### src/rtl/branch_resolve_ctrl.sv
// Branch resolution controller: accepts one conditional branch from decode,
// waits for forwarded operands, evaluates the condition with a signed compare,
// and on a taken branch drives the PC redirect plus a multi-cycle flush.
// Fetch/decode is stalled for the whole sequence; saturating statistics are kept.
module branch_resolve_ctrl #(
   parameter int unsigned FLUSH_CYCLES = 2,   // 1..15
   parameter int unsigned WAIT_MAX     = 8,   // 1..255
   parameter int unsigned CNT_W        = 16
) (
   input  logic             Clk,
   input  logic             Reset,
   input  logic             br_valid,
   output logic             br_ready,
   input  logic [2:0]       br_op,
   input  logic [31:0]      br_target,
   input  logic             ops_ready,
   input  logic [31:0]      rs_val,
   input  logic [31:0]      rt_val,
   output logic             stall,
   output logic             redirect,
   output logic [31:0]      pc_target,
   output logic             flush,
   output logic             resolved,
   output logic             taken,
   output logic             timeout,
   output logic [CNT_W-1:0] br_cnt,
   output logic [CNT_W-1:0] taken_cnt
);

   typedef enum logic [1:0] {
      S_IDLE    = 2'd0,
      S_WAIT    = 2'd1,
      S_RESOLVE = 2'd2,
      S_FLUSH   = 2'd3
   } state_t;

   localparam logic [3:0]       FLUSH_LOAD = 4'(FLUSH_CYCLES);
   localparam logic [7:0]       WAIT_LAST  = 8'(WAIT_MAX - 1);
   localparam logic [CNT_W-1:0] CNT_MAX    = {CNT_W{1'b1}};
   localparam logic [CNT_W-1:0] CNT_ONE    = {{(CNT_W-1){1'b0}}, 1'b1};

   state_t           state_q, state_d;
   logic [2:0]       op_q, op_d;
   logic [31:0]      target_q, target_d;
   logic [31:0]      rs_q, rs_d;
   logic [31:0]      rt_q, rt_d;
   logic [7:0]       wait_cnt_q, wait_cnt_d;
   logic [3:0]       flush_cnt_q, flush_cnt_d;
   logic             stall_q, stall_d;
   logic             redirect_q, redirect_d;
   logic             flush_q, flush_d;
   logic             resolved_q, resolved_d;
   logic             taken_q, taken_d;
   logic             timeout_q, timeout_d;
   logic [CNT_W-1:0] br_cnt_q, br_cnt_d;
   logic [CNT_W-1:0] taken_cnt_q, taken_cnt_d;
   logic             cond_s;

   // Branch condition on two's-complement operands; rt is ignored for the zero-compare ops.
   function automatic logic branch_cond(input logic [2:0] op, input logic [31:0] a, input logic [31:0] b);
      logic res;
      case (op)
         3'd0:    res = (a == b);
         3'd1:    res = (a != b);
         3'd2:    res = ($signed(a) <  $signed(b));
         3'd3:    res = ($signed(a) >= $signed(b));
         3'd4:    res = ($signed(a) <= $signed(32'sd0));
         3'd5:    res = ($signed(a) >  $signed(32'sd0));
         3'd6:    res = ($signed(a) <  $signed(32'sd0));
         3'd7:    res = ($signed(a) >= $signed(32'sd0));
         default: res = 1'b0;
      endcase
      return res;
   endfunction

   // Saturating increment for the statistics counters.
   function automatic logic [CNT_W-1:0] sat_inc(input logic [CNT_W-1:0] v);
      return (v == CNT_MAX) ? v : v + CNT_ONE;
   endfunction

   assign cond_s    = branch_cond(op_q, rs_q, rt_q);
   assign br_ready  = (state_q == S_IDLE) && !Reset;
   assign stall     = stall_q;
   assign redirect  = redirect_q;
   assign pc_target = target_q;
   assign flush     = flush_q;
   assign resolved  = resolved_q;
   assign taken     = taken_q;
   assign timeout   = timeout_q;
   assign br_cnt    = br_cnt_q;
   assign taken_cnt = taken_cnt_q;

   // Next-state, capture and output-pulse logic for the resolution sequence.
   always_comb begin
      state_d     = state_q;
      op_d        = op_q;
      target_d    = target_q;
      rs_d        = rs_q;
      rt_d        = rt_q;
      wait_cnt_d  = wait_cnt_q;
      flush_cnt_d = flush_cnt_q;
      redirect_d  = 1'b0;
      resolved_d  = 1'b0;
      taken_d     = 1'b0;
      timeout_d   = 1'b0;
      br_cnt_d    = br_cnt_q;
      taken_cnt_d = taken_cnt_q;
      case (state_q)
         S_IDLE: begin
            if (br_valid) begin
               op_d     = br_op;
               target_d = br_target;
               if (ops_ready) begin
                  rs_d    = rs_val;
                  rt_d    = rt_val;
                  state_d = S_RESOLVE;
               end else begin
                  wait_cnt_d = 8'd0;
                  state_d    = S_WAIT;
               end
            end else begin
               state_d = S_IDLE;
            end
         end
         S_WAIT: begin
            if (ops_ready) begin
               rs_d    = rs_val;
               rt_d    = rt_val;
               state_d = S_RESOLVE;
            end else if (wait_cnt_q == WAIT_LAST) begin
               // Abandoned branch: no resolve pulse and no statistics update.
               timeout_d = 1'b1;
               state_d   = S_IDLE;
            end else begin
               wait_cnt_d = wait_cnt_q + 8'd1;
            end
         end
         S_RESOLVE: begin
            resolved_d = 1'b1;
            br_cnt_d   = sat_inc(br_cnt_q);
            if (cond_s) begin
               redirect_d  = 1'b1;
               taken_d     = 1'b1;
               taken_cnt_d = sat_inc(taken_cnt_q);
               flush_cnt_d = FLUSH_LOAD;
               state_d     = S_FLUSH;
            end else begin
               state_d = S_IDLE;
            end
         end
         S_FLUSH: begin
            flush_cnt_d = flush_cnt_q - 4'd1;
            if (flush_cnt_q == 4'd1) begin
               state_d = S_IDLE;
            end else begin
               state_d = S_FLUSH;
            end
         end
         default: begin
            state_d = S_IDLE;
         end
      endcase
      // Level outputs track the state being entered so they are registered.
      stall_d = (state_d != S_IDLE);
      flush_d = (state_d == S_FLUSH);
   end

   // State and output registers; synchronous reset abandons any in-flight branch.
   always_ff @(posedge Clk) begin
      if (Reset) begin
         state_q     <= S_IDLE;
         op_q        <= 3'd0;
         target_q    <= 32'd0;
         rs_q        <= 32'd0;
         rt_q        <= 32'd0;
         wait_cnt_q  <= 8'd0;
         flush_cnt_q <= 4'd0;
         stall_q     <= 1'b0;
         redirect_q  <= 1'b0;
         flush_q     <= 1'b0;
         resolved_q  <= 1'b0;
         taken_q     <= 1'b0;
         timeout_q   <= 1'b0;
         br_cnt_q    <= {CNT_W{1'b0}};
         taken_cnt_q <= {CNT_W{1'b0}};
      end else begin
         state_q     <= state_d;
         op_q        <= op_d;
         target_q    <= target_d;
         rs_q        <= rs_d;
         rt_q        <= rt_d;
         wait_cnt_q  <= wait_cnt_d;
         flush_cnt_q <= flush_cnt_d;
         stall_q     <= stall_d;
         redirect_q  <= redirect_d;
         flush_q     <= flush_d;
         resolved_q  <= resolved_d;
         taken_q     <= taken_d;
         timeout_q   <= timeout_d;
         br_cnt_q    <= br_cnt_d;
         taken_cnt_q <= taken_cnt_d;
      end
   end

endmodule

### config.mk
export PLATFORM = sky130hd
export DESIGN_NAME = branch_resolve_ctrl
export DESIGN_NICKNAME = d
export VERILOG_FILES = /design/src/rtl/branch_resolve_ctrl.sv
export SDC_FILE = /design/constraint.sdc
export NUM_CORES = 1
export LEC_CHECK = 0
export BUFFER_PORTS_ARGS = -buffer_cell sky130_fd_sc_hd__buf_2
export CAP_MARGIN = 15
export CELL_PAD_IN_SITES_DETAIL_PLACEMENT = 1
export CELL_PAD_IN_SITES_GLOBAL_PLACEMENT = 1
export CORE_MARGIN = 4
export CORE_UTILIZATION = 38
export DETAILED_ROUTE_END_ITERATION = 12
export GPL_ROUTABILITY_DRIVEN = 0
export PLACE_DENSITY_LB_ADDON = 0.1
export SKIP_LAST_GASP = 1
export SLEW_MARGIN = 5
export SYNTH_ARGS = -nofsm -noshare
export SYNTH_HDL_FRONTEND = slang
export SYNTH_SLANG_ARGS = --single-unit
### constraint.sdc
create_clock -name Clk -period 3.8 [get_ports Clk]
set_clock_uncertainty 0.2 [all_clocks]
set_input_delay 0.76 -clock Clk [delete_from_list [all_inputs] [get_ports Clk]]
set_output_delay 0.76 -clock Clk [all_outputs]
set_load 0.01 [all_outputs]
==> summary.md, run 1 <==
| Metric | Value |
|---|---|
| Pin count of the biggest net entering global routing | 110 |
| Reg2reg start | rt_q[9]$_SDFFE_PP0P_ |
| Fmax | between 0.3 and 0.4 GHz |
| Fin nets | 1155 |
| Worst setup path startpoint | rt_q[9]$_SDFFE_PP0P_ |
| Routed length per instance | 15.3 µm |
| Clock transition at path regs | 0.07 ns |
| Share of layout cells above drive strength 1 | 0.224 |
| Num CTS Buffers | 17 |
| Ys Warns | 0 |
| Initial antenna violation count | 0 |
| Core area | 0.0174 mm² |
| Crit path to | taken_cnt[0]$_SDFFE_PP0P_ |
| Register area share after synthesis | 0.442 |
| Die X | 142 µm |
| Fin crit share | 0.861 |
| Die span in y | about 140 µm |
| Routed WL | ~19 mm |
| Syn avg cell area | 7.91 µm² |
| Post-CTS Setup Bufs | 0 |
| Final HPWL DP | 13.7 mm |
| Syn Std Cell Area | slightly below 0.007 mm² |
| Layout area overhead | 24.7% |
| Grt total ovfl | 0 |
| Fin util | 0.486 |
| Terminus of the critical flop-to-flop path | taken_cnt[0]$_SDFFE_PP0P_ |
| Layout fillers | 2205 |
| TritonRoute pass-1 iters | 4 |
| Outcome | completed |
| Port Buffer Count | roughly 170 |
| H-tree lvl count | 4 |
| Cells after synthesis | 859 |
| CTS resizes | 0 |
| Synthesized flop and latch total | 150 |
| Final WS setup | ~0.53 ns |
| Post-synth EDFFs | 0 |
| RSZ-0062 raised after global routing | no |
| Required @ worst endpoint | 3.91 ns |
| Clk sinks | 150 |
| Max Slew Vio Count | 0 |
| Final antenna-violating net count | 0 |
| Slew Limit Headroom | 0.563 |
| Startpoint Class | flip-flop |
| Rows | 48 |
| Root Driver | clkbuf_16 |
| IR drop worst, VDD | 0.311 mV |
| Top_reg_cell synth | dfxtp_1 |
| Setup TNS Final | 0 ns |
| Fin. Hold Viols | 0 |
| Fraction of registers with async set/reset | 0 |
| Max_cap viols | 0 |
| Arr. time, crit path | roughly 3.4 ns |
| Tmin final | 3.27 ns |
| Via count | approximately 6400 |
| Via/cell ratio | 5.08 |
| CTS tree | yes |
| Pre-CTS setup slack | 0.560 ns |
| Initial drt markers | roughly 230 |
| Number of global-route vias before repair | 6549 |
| Clk buf depth | 2 |
| Power Density | 467 mW/mm² |
| Total track usage | 0.191 |
| R2R setup slack | 0.53 ns |
| Setup CP Type | flip-flop to flip-flop |
| Setup violations, final | 0 |
| Static Leak | 0.00356 µW |
| Synth cell types | 54 |
| Crit path max fanout | 22 |
| Remaining routing DRC violations | 0 |
| First-pass GRT wire length | 31.5 mm |
| Crit. End Element | flip-flop |
| Antenna cell count | 0 |
| Initial cell density of the core | 0.390 |
| Post-CTS Hold Buffers | 0 |
| R2R depth | 10 |
| Die ar. | 0.0201 mm² |
| Ports | 174 |
| Worst skew pair latency | 0.43 ns |
| HP Class | flip-flop to flip-flop |
| Syn Nets | approximately 1000 |
| Worst-margin pin slew | 0.649 ns |
[worst min path at each step]
stage / startpoint / end / cells past startpoint
floorplan: rt_q[10]$_SDFFE_PP0P_ / rt_q[10]$_SDFFE_PP0P_ / 2
global placement: pc_target[9]$_SDFFE_PP0P_ / pc_target[9]$_SDFFE_PP0P_ / 2
detailed placement: pc_target[10]$_SDFFE_PP0P_ / pc_target[10]$_SDFFE_PP0P_ / 2
CTS: pc_target[10]$_SDFFE_PP0P_ / pc_target[10]$_SDFFE_PP0P_ / 2
global route: pc_target[24]$_SDFFE_PP0P_ / pc_target[24]$_SDFFE_PP0P_ / 2
finish: pc_target[6]$_SDFFE_PP0P_ / pc_target[6]$_SDFFE_PP0P_ / 2
[registers in the layout, indices dropped and copies added, names as in the netlist]
register	count
rt_q	32
stall	1
resolved	1
taken	1
flush_cnt_q	4
br_cnt	16
taken_cnt	16
op_q	3
state_q	2
timeout	1
rs_q	32
pc_target	32
flush	1
wait_cnt_q	8
[metrics by stage]
| step | hold slack [ns] | power [µW] | area (µm²) | cells |
|---|---|---|---|---|
| floorplan | 0.236 | 2010 | 6790 | 859 |
| global placement | 0.239 | 2180 | 7840 | 1221 |
| detailed placement | 0.246 | 2190 | 7840 | 1221 |
| CTS | 0.255 | 4000 | 8470 | 1253 |
| global route | 0.270 | 4130 | 8470 | 1253 |
| finish | 0.252 | 3950 | 8470 | 1253 |
[cell usage in the layout, fill, tap and decap left out, types with 4 or more instances in the layout]
cell type | synthesis | layout
a21oi_1 | 130 | 130
and3_1 | 6 | 6
buf_2 | 0 | 172
buf_4 | 2 | 7
clkbuf_16 | 0 | 17
clkinv_4 | 0 | 4
dfxtp_1 | 150 | 150
ha_1 | 37 | 37
inv_1 | 40 | 40
mux2_2 | 6 | 6
nand2_1 | 235 | 235
nand2b_1 | 6 | 6
nand3_1 | 13 | 13
nand4_1 | 16 | 16
nor2_1 | 46 | 45
nor2b_1 | 9 | 9
nor3_1 | 9 | 9
nor4_1 | 17 | 17
o21ai_0 | 11 | 11
o31ai_1 | 9 | 9
or3_1 | 8 | 8
or4_1 | 7 | 7
xnor2_1 | 8 | 8
xor2_1 | 12 | 12
[synth_stat cells, types with 2 or more instances]
library cell	number	area (µm²)
a2111oi_0	2	17.5
a211oi_1	2	15.0
a21o_1	3	22.5
a21oi_1	130	651
a221oi_1	2	17.5
a31oi_1	2	12.5
and2_1	3	18.8
and3_1	6	37.5
and4_1	2	17.5
buf_1	4	15.0
buf_4	2	15.0
clkbuf_1	36	135
dfxtp_1	150	3000
ha_1	37	463
inv_1	40	150
mux2_2	6	67.6
nand2_1	235	882
nand2b_1	6	37.5
nand3_1	13	65.1
nand4_1	16	100
nand4_2	2	25.0
nor2_1	46	173
nor2b_1	9	56.3
nor3_1	9	45.0
nor3b_1	2	15.0
nor4_1	17	106
o21ai_0	11	55.1
o31ai_1	9	67.6
or3_1	8	50.1
or4_1	7	52.6
xnor2_1	8	70.1
xor2_1	12	105
[cell type report]
type | count | area [µm²] | share of cell area
Multi-Input combinational cell | 626 | 3470 | 0.410
Sequential cell | 150 | 3000 | 0.354
Timing Repair Buffer | 180 | 933 | 0.110
Clock buffer | 20 | 467 | 0.0551
Tap cell | 225 | 282 | 0.0332
Clock inverter | 12 | 166 | 0.0196
Inverter | 40 | 150 | 0.0177
[critical path: stages (launching register included)]
cell and delay [ns]:
dfxtp_1 0.34, inv_1 0.05, ha_1 0.29, a21oi_1 0.14, o21ai_0 0.10, a221o_1 0.37
o31ai_1 0.34, mux2_4 0.36, and2_4 0.22, nor3_1 0.36, mux2_2 0.38
[kinds of logic after synthesis]
kind of cell / after synthesis / share of synthesized area
mux: 8 / 0.0136
buf+inv: 83 / 0.0481
simple gates: 389 / 0.262
fa+ha+maj: 37 / 0.0681
compound gates: 172 / 0.141
xor+xnor: 20 / 0.0258
flops: 150 / 0.442
[power by group]
group / switching [µW] / internal, µW / total [µW]
Sequential: 46.1 / 1640 / 1680
Clock: 706 / 1100 / 1800
Combinational: 285 / 182 / 467
[metal layers]
layer / routed length, µm / GRT usage / vias to the layer above
met4: 191 / 0.0591 / 0
met3: 1180 / 0.0566 / 16
met1: 8590 / 0.229 / 3002
li1: - / - / 3222
met5: 0 / 0 / -
met2: 9220 / 0.331 / 121
Power figures use the tool's default switching activity.
==> inputs of run 2 (changes only) <==
--- a/config.mk
+++ b/config.mk
@@ -13,7 +13,7 @@
 export CORE_UTILIZATION = 38
 export DETAILED_ROUTE_END_ITERATION = 12
 export GPL_ROUTABILITY_DRIVEN = 0
-export PLACE_DENSITY_LB_ADDON = 0.1
+export PLACE_DENSITY = 0.76
 export SKIP_LAST_GASP = 1
 export SLEW_MARGIN = 5
 export SYNTH_ARGS = -nofsm -noshare
==> run 2 against run 1 <==
Effect of this change:
- via count down 0.14%
- largest cell class unchanged
- worst setup slack lost 0.0024 ns
- clock-buffer cell count is 3 lower
- critical endpoint is now taken_cnt[10]$_SDFFE_PP0P_
- register-to-register slack barely moved
- sequential share of layout area rose by 0.31 points
- die area unchanged
- flip-flop and latch count is the same
- total power is 4.2% lower
- final cell count stayed put
- clock power decreased by 9%
- global-route usage up 0.24 points
- non-clock buffer count did not move
==> summary.md, run 2 (same netlist as run 1, synthesis figures left out) <==
| Metric | Value |
|---|---|
| Setup TNS Final | 0 ns |
| Met3 global-route usage | 0.0506 |
| Via/cell ratio | 5.07 |
| Final std cells w/o fill | 1253 |
| Die ar. | ~0.020 mm² |
| Setup CP Type | flip-flop to flip-flop |
| Layout area overhead | 23.6% |
| Die span in y | 142 µm |
| CTS tree | yes |
| Root Driver | clkbuf_16 |
| Initial drt markers | between 200 and 300 |
| Worst skew pair latency | 0.42 ns |
| Ports | 174 |
| Pin count of the biggest net entering global routing | 67 |
| RSZ-0062 raised after global routing | no |
| Final HPWL DP | 14.2 mm |
| Startpoint Class | flip-flop |
| Total track usage | 0.194 |
| Share of layout cells above drive strength 1 | 0.224 |
| Slowest stage delay, CP | about 0.4 ns |
| Clk buf depth | 2 |
| Fmax | slightly above 0.3 GHz |
| Via count | between 6000 and 7000 |
| Post-CTS Hold Buffers | 0 |
| Power Density | 451 mW/mm² |
| CP max stage cell | a221o_1 |
| Fin nets | 1155 |
| Crit. End Element | flip-flop |
| Fin crit share | 0.862 |
| Number of global-route vias before repair | 6456 |
| Max Slew Vio Count | 0 |
| Setup violations, final | 0 |
| Crit-path cells | inv_1, ha_1, a21oi_1, o21ai_0, a221o_1, o31ai_1, mux2_4, and2_4, nor4_1, mux2_2 |
| Layer with the highest usage | met2 |
| Slew Limit Headroom | 0.529 |
| H-tree lvl count | 4 |
| Placed instance count | 1221 |
| Clk sinks | 150 |
| First-pass GRT wire length | 31.7 mm |
| Grt total ovfl | 0 |
| Fin. Hold Viols | 0 |
| HP Class | flip-flop to flip-flop |
| GR Util met1 | 0.235 |
| Rows | 48 |
| Initial antenna violation count | 0 |
| Power Total | 3790 µW |
| Crit path max fanout | 22 |
| Remaining routing DRC violations | 0 |
| Routed length per instance | approximately 15 µm |
| CTS resizes | 0 |
| TritonRoute pass-1 iters | 4 |
| Clock transition at path regs | 0.07 ns |
| IR drop worst, VDD | 0.306 mV |
| Outcome | completed |
| Initial cell density of the core | 0.390 |
| Tmin final | 3.28 ns |
| Core area | about 0.017 mm² |
| Required @ worst endpoint | ~3.9 ns |
| Port Buffer Count | 173 |
| Arr. time, crit path | roughly 3.4 ns |
| Antenna cell count | 0 |
| Max_cap viols | 0 |
| Layout fillers | 2178 |
| Most frequent cells in the layout | 235 x nand2_1, 172 x buf_2, 150 x dfxtp_1 |
| Routed WL | 19.4 mm |
| Worst-margin pin slew | 0.706 ns |
| Die X | 142 µm |
| Most common cell after layout, fill and taps aside | nand2_1 |
| Num CTS Buffers | 17 |
| Static Leak | about 0.0035 µW |
| Post-CTS Setup Bufs | 0 |
| Final antenna-violating net count | 0 |
| GRT met2 Usage | 0.338 |
## run 2: cell type report
cell class / count / area, µm² / area share
Clock buffer: 17 / 425 / 0.0506
Clock inverter: 15 / 148 / 0.0176
Inverter: 40 / 150 / 0.0179
Multi-Input combinational cell: 626 / 3470 / 0.413
Sequential cell: 150 / 3000 / 0.357
Tap cell: 225 / 282 / 0.0335
Timing Repair Buffer: 180 / 921 / 0.110
## run 2: worst max-delay path: cells and delay by family, from the launching register on
family                     cells  cell delay [ns]
AOI/OAI and AO/OA              4             1.00
muxes                          2             0.72
and+or+nand+nor                2             0.56
DFF                            1             0.33
adders and majority gates      1             0.31
buffers and inverters          1             0.05
## run 2: routing by layer
layer  vias to the layer above  wire length [µm]
met2                       116              9620
met5                         -                 0
met4                         0               209
met3                        15              1010
met1                      2993              8510
li1                       3228                 -
## run 2: power by group
part	switching (µW)	total (µW)	leakage, µW	internal (µW)
Combinational	288	469	0.00203	181
Clock	717	1640	0.000273	918
Sequential	44.7	1680	0.00122	1640
Total	1050	3790	0.00353	2740
## run 2: final timing paths
check | from | cells past startpoint | endpoint | slack, ns
hold reg to reg | pc_target[23]$_SDFFE_PP0P_ | 2 | pc_target[23]$_SDFFE_PP0P_ | 0.25
setup / recovery | rt_q[11]$_SDFFE_PP0P_ | 10 | taken_cnt[10]$_SDFFE_PP0P_ | 0.52
hold / removal | pc_target[23]$_SDFFE_PP0P_ | 2 | pc_target[23]$_SDFFE_PP0P_ | 0.25
setup reg to reg | rt_q[11]$_SDFFE_PP0P_ | 10 | taken_cnt[10]$_SDFFE_PP0P_ | 0.52
## run 2: stage by stage
step                      hold slack, ns  area (µm²)  setup WS (ns)  utilization
after CTS                          0.253        8400          0.474        0.482
after floorplan                    0.236        6790          0.851            -
final                              0.250        8400          0.525        0.482
after global placement             0.239        7830          0.627        0.449
after detailed placement           0.244        7830          0.532        0.449
after global routing               0.276        8400          0.283        0.482
==> inputs of run 3 (changes only) <==
--- a/config.mk
+++ b/config.mk
@@ -13,7 +13,8 @@
 export CORE_UTILIZATION = 38
 export DETAILED_ROUTE_END_ITERATION = 12
 export GPL_ROUTABILITY_DRIVEN = 0
-export PLACE_DENSITY = 0.76
+export GPL_TIMING_DRIVEN = 0
+export PLACE_DENSITY_LB_ADDON = 0.1
 export SKIP_LAST_GASP = 1
 export SLEW_MARGIN = 5
 export SYNTH_ARGS = -nofsm -noshare
==> run 3 against run 2 <==
Effect of this change:
- worst setup slack got worse by 0.11 ns
- hold slack got worse by 0.0012 ns
- combinational power rose by 5.3%
- first-iteration DRC count fell by 31%
- non-clock buffer count rose by 35
- sequential share of layout area fell by 0.47 points
- clock-buffer cell count rose by 1
- maximum frequency fell by 3.3%
- global-route usage rose by 1.6 points
- utilization rose by 0.65 points
- largest cell class unchanged
- largest power group unchanged
==> summary.md, run 3 (same netlist as run 1, synthesis figures left out) <==
| Metric | Value |
|---|---|
| Outcome | completed |
| Die ar. | 0.0201 mm² |
| Via/cell ratio | roughly 5.0 |
| Slew Limit Headroom | 0.312 |
| Post-CTS Setup Bufs | 0 |
| CP top delay family | compound AO/OA/AOI/OAI gates |
| Num CTS Buffers | 17 |
| Worst hold start | pc_target[4]$_SDFFE_PP0P_ |
| Die span in y | between 100 and 150 µm |
| H-tree lvl count | 4 |
| WHS Path Cells | 2 |
| Layout fillers | 2233 |
| Fin. Hold Viols | 0 |
| Slowest stage delay, CP | about 0.39 ns |
| Max_cap viols | 0 |
| Fmax | 0.295 GHz |
| Hold Path Sink | pc_target[4]$_SDFFE_PP0P_ |
| Number of global-route vias before repair | 6772 |
| Static Leak | between 0.003 and 0.004 µW |
| R2R setup slack | around 0.41 ns |
| Fin nets | around 1200 |
| Post-CTS Hold Buffers | 0 |
| Most frequent cells in the layout | 235 x nand2_1, 172 x buf_2, 150 x dfxtp_1 |
| Most common cell after layout, fill and taps aside | nand2_1 |
| Pin count of the biggest net entering global routing | 17 |
| Terminus of the critical flop-to-flop path | taken_cnt[0]$_SDFFE_PP0P_ |
| Crit-path cells | inv_1, ha_1, a21oi_1, o21ai_0, a221o_1, o31ai_1, mux2_4, and2_4, buf_6, nor3_1, mux2_2 |
| Arr. time, crit path | 3.51 ns |
| HP Class | flip-flop to flip-flop |
| Clk buf depth | 2 |
| CP max stage cell | o31ai_1 |
| Clk sinks | 150 |
| Ports | 174 |
| CTS tree | yes |
| Crit. End Element | flip-flop |
| Layout area overhead | 25.3% |
| Antenna cell count | 0 |
| CTS resizes | 0 |
| Worst-margin pin slew | 1.03 ns |
| IR drop worst, VDD | 0.318 mV |
| Routed WL | 20.7 mm |
| First-pass GRT wire length | roughly 34 mm |
| Crit path max fanout | 10 |
| Rows | 48 |
| Final antenna-violating net count | 0 |
| Setup TNS Final | 0 ns |
| Power Density | around 450 mW/mm² |
| Startpoint Class | flip-flop |
| Routed length per instance | 16.1 µm |
| Final HPWL DP | around 16 mm |
| Initial cell density of the core | 0.390 |
| Die X | 142 µm |
| Grt total ovfl | 0 |
| Initial drt markers | 174 |
| Setup violations, final | 0 |
| Fin util | 0.489 |
| Tmin final | 3.39 ns |
| Min Hold Slack | 0.249 ns |
| Setup CP Type | flip-flop to flip-flop |
| R2R depth | 11 |
| Clock transition at path regs | 0.07 ns |
| WP buf/inv | 2 |
| Max Slew Vio Count | 0 |
| Initial antenna violation count | 0 |
| Total track usage | 0.210 |
| Required @ worst endpoint | 3.92 ns |
| Worst skew pair latency | 0.43 ns |
| Share of layout cells above drive strength 1 | 0.211 |
| Remaining routing DRC violations | 0 |
| Reg2reg start | rt_q[11]$_SDFFE_PP0P_ |
| Core area | 0.0174 mm² |
| Fin crit share | 0.891 |
| Worst setup path startpoint | rt_q[11]$_SDFFE_PP0P_ |
| RSZ-0062 raised after global routing | no |
| Via count | between 6000 and 7000 |
| Root Driver | clkbuf_16 |
| Port Buffer Count | about 170 |
| TritonRoute pass-1 iters | 4 |
==> run 3: cell types whose count changed in the layout (fill, tap and decap cells not counted), moves of 2 or more <==
cell,before,now
buf_1,0,4
clkbuf_1,0,36
inv_6,5,8
clkinv_4,4,2
buf_4,8,2
==> run 3: metrics by stage <==
step	worst slack, ns	instance area, µm²	power (µW)	cells
finish	0.414	8510	3850	1288
global route	0.251	8510	4030	1288
CTS	0.357	8510	3890	1288
detailed placement	0.382	7940	2220	1256
global placement	0.423	7940	2200	1256
floorplan	0.851	6790	2010	859
==> run 3: layout make-up <==
cell class	instances	area [µm²]	area share
multi-input cells	626	3460	0.407
flip-flops and latches	150	3000	0.353
repair buffers	172	861	0.101
clock buffers	18	439	0.0516
well taps	225	282	0.0331
plain buffers	43	176	0.0207
inverters	40	150	0.0176
clock inverters	14	138	0.0162
==> run 3: worst min-delay path, stage by stage (launching register included) <==
cell     delay, ns
dfxtp_1       0.30
nand2_1       0.05
a21oi_1       0.05
==> run 3: how the worst max path moves through the flow <==
stage	to	slack (ns)	depth (start not counted)
floorplan	taken_cnt[0]$_SDFFE_PP0P_	0.85	11
CTS	br_ready	0.36	5
detailed placement	br_ready	0.38	5
global route	taken_cnt[0]$_SDFFE_PP0P_	0.25	11
global placement	taken_cnt[0]$_SDFFE_PP0P_	0.42	11
finish	taken_cnt[0]$_SDFFE_PP0P_	0.41	11
==> run 3: where the power goes <==
group	leakage, µW	switching (µW)	internal (µW)
Sequential	0.00122	45.6	1640
Combinational	0.00206	304	190
Clock	0.000280	740	936
==> run 3: per-layer routing <==
metal	track usage	routed length, µm	up-vias
met2	0.360	9990	127
met5	0	0	-
met4	0.0566	299	0
met3	0.0654	1180	24
li1	-	-	3300
met1	0.253	9260	3045
